[src/rtl/pipe_stage_skid.sv]
`default_nettype none
// pipe_stage_skid: valid/ready pipeline-boundary register, optional 2-entry skid buffer,
// synchronous flush, control zeroed on bubbles, transfer/stall counters.
module pipe_stage_skid #(
   parameter int DATA_W = 32,
   parameter int CTRL_W = 8,
   parameter int SKID   = 1,
   parameter int CNT_W  = 16
) (
   input  logic              clk,
   input  logic              rst_n,
   input  logic              flush_i,
   input  logic              up_valid_i,
   output logic              up_ready_o,
   input  logic [CTRL_W-1:0] up_ctrl_i,
   input  logic [DATA_W-1:0] up_data_i,
   output logic              dn_valid_o,
   input  logic              dn_ready_i,
   output logic [CTRL_W-1:0] dn_ctrl_o,
   output logic [DATA_W-1:0] dn_data_o,
   output logic [1:0]        occ_o,
   output logic [CNT_W-1:0]  xfer_cnt_o,
   output logic [CNT_W-1:0]  stall_cnt_o
);

   typedef enum logic [1:0] {
      EMPTY = 2'd0,
      BUSY  = 2'd1,
      FULL  = 2'd2
   } state_t;

   state_t              state;
   logic [CTRL_W-1:0]   main_ctrl;
   logic [DATA_W-1:0]   main_data;
   logic [CTRL_W-1:0]   skid_ctrl;
   logic [DATA_W-1:0]   skid_data;
   logic                ready_q;
   logic [CNT_W-1:0]    xfer_cnt;
   logic [CNT_W-1:0]    stall_cnt;
   logic                up_acc;
   logic                dn_acc;

   assign dn_valid_o  = (state != EMPTY);
   assign dn_acc      = dn_valid_o && dn_ready_i;
   assign up_acc      = up_valid_i && up_ready_o;
   assign dn_ctrl_o   = main_ctrl;
   assign dn_data_o   = main_data;
   assign occ_o       = state;
   assign xfer_cnt_o  = xfer_cnt;
   assign stall_cnt_o = stall_cnt;

   generate
      if (SKID != 0) begin : g_skid
         assign up_ready_o = ready_q;
      end else begin : g_no_skid
         assign up_ready_o = !dn_valid_o || dn_ready_i;
      end
   endgenerate

   // main_ctrl is cleared on every transition to EMPTY, so control reads zero on bubbles
   always_ff @(posedge clk or negedge rst_n) begin
      if (!rst_n) begin
         state     <= EMPTY;
         main_ctrl <= '0;
         main_data <= '0;
         skid_ctrl <= '0;
         skid_data <= '0;
         ready_q   <= 1'b1;
         xfer_cnt  <= '0;
         stall_cnt <= '0;
      end else begin
         if (dn_acc)
            xfer_cnt <= xfer_cnt + CNT_W'(1);
         if (dn_valid_o && !dn_ready_i)
            stall_cnt <= stall_cnt + CNT_W'(1);

         if (flush_i) begin
            state     <= EMPTY;
            main_ctrl <= '0;
            ready_q   <= 1'b1;
         end else begin
            case (state)
               EMPTY: begin
                  if (up_acc) begin
                     main_ctrl <= up_ctrl_i;
                     main_data <= up_data_i;
                     state     <= BUSY;
                  end
                  ready_q <= 1'b1;
               end
               BUSY: begin
                  if (up_acc && dn_acc) begin
                     main_ctrl <= up_ctrl_i;
                     main_data <= up_data_i;
                  end else if (up_acc && (SKID != 0)) begin
                     skid_ctrl <= up_ctrl_i;
                     skid_data <= up_data_i;
                     state     <= FULL;
                     ready_q   <= 1'b0;
                  end else if (dn_acc) begin
                     main_ctrl <= '0;
                     state     <= EMPTY;
                  end
               end
               FULL: begin
                  if (dn_acc) begin
                     main_ctrl <= skid_ctrl;
                     main_data <= skid_data;
                     state     <= BUSY;
                     ready_q   <= 1'b1;
                  end
               end
               default: begin
                  state     <= EMPTY;
                  main_ctrl <= '0;
                  ready_q   <= 1'b1;
               end
            endcase
         end
      end
   end

endmodule
`default_nettype wire

[config.mk]
export PLATFORM = sky130hd
export DESIGN_NAME = pipe_stage_skid
export DESIGN_NICKNAME = d
export VERILOG_FILES = /design/src/rtl/pipe_stage_skid.sv
export SDC_FILE = /design/constraint.sdc
export NUM_CORES = 1
export LEC_CHECK = 0
export BUFFER_PORTS_ARGS = -buffer_cell sky130_fd_sc_hd__buf_2
export CORE_MARGIN = 2
export CORE_UTILIZATION = 50
export DETAILED_ROUTE_END_ITERATION = 12
export GPL_ROUTABILITY_DRIVEN = 0
export HOLD_SLACK_MARGIN = 0.05
export PLACE_DENSITY = 0.85
export SKIP_LAST_GASP = 1
export SLEW_MARGIN = 10
export SYNTH_ARGS = -nofsm -noshare
export SYNTH_HDL_FRONTEND = slang
export SYNTH_SLANG_ARGS = --single-unit
[constraint.sdc]
create_clock -name clk -period 3.85 [get_ports clk]
set_input_delay 0.77 -clock clk [delete_from_list [all_inputs] [get_ports clk]]
set_output_delay 0.77 -clock clk [all_outputs]
set_load 0.02 [all_outputs]
==> impl_metrics.toml <==
[outcome]
status = "complete, no violations"

[yosys]
seq_area_frac_synth_pct = 56.4
synth.top_cell.area_share_pct = 55.9
synth.cell_area_um2 = 5100
asr_flop_ratio_synth_pct = 100
synth_warnings = 0
avgSynthCellArea_um2 = 12.7
ys_ff_latch = 115
synth.most_common_cell = "sky130_fd_sc_hd__dfrtp_1"
synth.top_cells.by_count = "114 x sky130_fd_sc_hd__dfrtp_1, 49 x sky130_fd_sc_hd__nand2_1, 39 x sky130_fd_sc_hd__mux2_4"
synth_area_leader_cell = "sky130_fd_sc_hd__dfrtp_1"
postSynth.topFlopCell = "sky130_fd_sc_hd__dfrtp_1"
ys_types = 39
cell_types_with_the_largest_area_share_after_synthesis = "sky130_fd_sc_hd__dfrtp_1 56%, sky130_fd_sc_hd__mux2_4 11%, sky130_fd_sc_hd__mux2i_1 6.3%, sky130_fd_sc_hd__xnor2_1 3.9%, sky130_fd_sc_hd__nand2_1 3.6%"
synthesis.instances = 403
synth-edff-count = 0
synth_nets = 450

[setup_path]
start_kind = "flip-flop"
crit_path_end_kind = "primary output"
timing.critical_path.required_ns = 3.08
crit_path_arrival_time_ns = 1.60
crit_fanout = 16
criticalPathCategory = "reg2out"

[detailed_routing]
dr.first_iter.drc_count = 163
drt_pass1_iterations = 5
remaining_drc_errors = 0
antenna_left = 0
routed_wirelength_mm = 10.4
post_dr_vias_cell = 5.32
via_count = 3588
drt-wirelength-per-cell_um = 15.5

[sta]
post-route-min-period_ns = 2.37
worst_pin_slew_ns = 0.811
setup_slack_ns = 1.48
fin_skew_ns = 0.00915
setup-violations-final = 0
hold_viol = 0
period_share_pct = 61.6
drv_slew = 0
fmax_ghz = 0.422
setup_repair_after_global_routing_missed_its_margin = "no"
slew-limit-headroom_pct = 45.8
fin_tns_setup_ns = 0

[die]
placementRows = 36
die_span_y_um = 105
fp.dieArea_um2 = 11000
floorplan.initialDensity_pct = 51.9
floorplan.die.width_um = 105
coreArea_um2 = 9820
io-pin-count = 121

[final_layout]
n_antenna_cell = 0
syn2layout_area_growth_pct = 26.0
drive_above_1_share_pct = 38.1
nets = 575
fin_cells = 674
layout.core_utilization_pct = 65.5

[global_route]
globalRouteOverflowTotal = 0
grt_start_max_net_pins = 65
grt_util_all_layers_pct = 20.1
grt_pass1_wl_mm = 17.7
antenna_found_initial = 0
grt_pass1_vias = 3664

[flow_run]
max_cap_violations = 0

[cts]
tritoncts = "done"
clock_tree.htree_level_count = 4
cts.repair_timing.setup_buffer_count = 0
cts.root.buffer_cell = "sky130_fd_sc_hd__clkbuf_8"
cts_resized = 0
cts.path.max_buffers = 2
cts_buffers = 17
cts.reportedPaths.clkPinSlew_ns = 0.06
cts_hold_buffers = 0
tritoncts_num_sinks = 115
clk-insertion-delay-late_ns = 0.50

[place]
total_instance_count_after_detailed_placement = 642
post_dp_hpwl_mm = 7.00
buffer_ports.inserted = 120
pre_cts_slack_ns = 1.31

[worst_hold_path]
hold_class = "in2async"

[power]
worst_ir_drop_vdd_mv = 0.334
leakagePower_uw = 0.00323
p_per_area_nw_per_um2 = 630
-- report_power, final --
part,internal (uW),switching (uW),total (uW)
logic,369,385,753
registers,1460,198,1660
clock network,1090,548,1640
total,2920,1130,4050
-- per-layer routing --
layer / routed length [um] / global-route usage (%)
met2: 5050 / 33.1
met5: 0 / 0
met1: 4720 / 26.0
met3: 580 / 4.74
met4: 81 / 7.24
-- critical path, stage by stage, from the launching register on --
cell                      delay [ns]
sky130_fd_sc_hd__dfrtp_1        0.57
sky130_fd_sc_hd__or2_2          0.38
sky130_fd_sc_hd__buf_2          0.16
-- stage by stage --
stage	hold WS, ns	cell area (um2)	total power, uW
5_1_grt	0.344	6430	4240
4_1_cts	0.308	6430	4080
3_3_place_gp	0.455	5810	2380
2_1_floorplan	0.474	5100	2140
3_5_place_dp	0.469	5810	2420
6_report	0.302	6430	4050
-- flip-flops by register name, summed over array words and instances (netlist names) --
| signal | cells |
|---|---|
| dn_data_o | 32 |
| skid_data | 32 |
| dn_ctrl_o | 8 |
| stall_cnt_o | 16 |
| up_ready_o | 1 |
| occ_o | 2 |
| skid_ctrl | 8 |
| xfer_cnt_o | 16 |
-- final cells by class --
type | count | area (um2)
timing repair buffer | 125 | 641
tap | 133 | 166
inverter | 3 | 16.3
clock buffer | 20 | 445
fill | 754 | 3390
multi-input combinational | 266 | 2100
sequential | 115 | 2880
clock inverter | 12 | 179
-- path summary, 6_finish.rpt --
path | startpoint | endpoint | slack [ns] | cells past startpoint
setup / recovery | occ_o[0]$_DFFE_PN0P_ | dn_valid_o | 1.48 | 2
min in group clk | dn_data_o[27]$_DFFE_PN0P_ | dn_data_o[27]$_DFFE_PN0P_ | 0.48 | 2
hold / removal | rst_n | stall_cnt_o[3]$_DFFE_PN0P_ | 0.30 | 1
setup reg to reg | occ_o[0]$_DFFE_PN0P_ | skid_data[10]$_DFFE_PN0P_ | 1.50 | 4
max in group asynchronous | rst_n | skid_ctrl[2]$_DFFE_PN0P_ | 2.66 | 2
hold reg to reg | dn_data_o[27]$_DFFE_PN0P_ | dn_data_o[27]$_DFFE_PN0P_ | 0.48 | 2
-- layout by cell type, fill, tap and decap left out, types with 4 or more instances in the layout --
| cell type | synthesis | layout |
|---|---|---|
| sky130_fd_sc_hd__and3_1 | 4 | 4 |
| sky130_fd_sc_hd__buf_4 | 0 | 6 |
| sky130_fd_sc_hd__mux2_4 | 39 | 39 |
| sky130_fd_sc_hd__a21oi_1 | 6 | 6 |
| sky130_fd_sc_hd__nor2_1 | 10 | 9 |
| sky130_fd_sc_hd__bufinv_16 | 0 | 4 |
| sky130_fd_sc_hd__mux2i_1 | 32 | 32 |
| sky130_fd_sc_hd__nand3_1 | 9 | 9 |
| sky130_fd_sc_hd__o21ai_0 | 35 | 35 |
| sky130_fd_sc_hd__nand2_1 | 49 | 49 |
| sky130_fd_sc_hd__dfrtp_1 | 114 | 114 |
| sky130_fd_sc_hd__xor2_1 | 7 | 7 |
| sky130_fd_sc_hd__nand4_1 | 9 | 9 |
| sky130_fd_sc_hd__buf_2 | 9 | 119 |
| sky130_fd_sc_hd__a22o_1 | 16 | 16 |
| sky130_fd_sc_hd__xnor2_1 | 23 | 23 |
| sky130_fd_sc_hd__clkbuf_16 | 0 | 16 |
-- logic make-up after synthesis --
kind of cell               after synthesis  synth area share [%]
DFF                                    115                  56.4
and+or+nand+nor                         99                  9.37
muxes                                   73                  18.2
AOI/OAI and AO/OA                       62                  7.68
xor gates and xnor gates                30                  5.15
buffers and inverters                   22                  2.67
adders and majority gates                2                 0.490
Note: power is estimated with default switching activity, not from simulation.
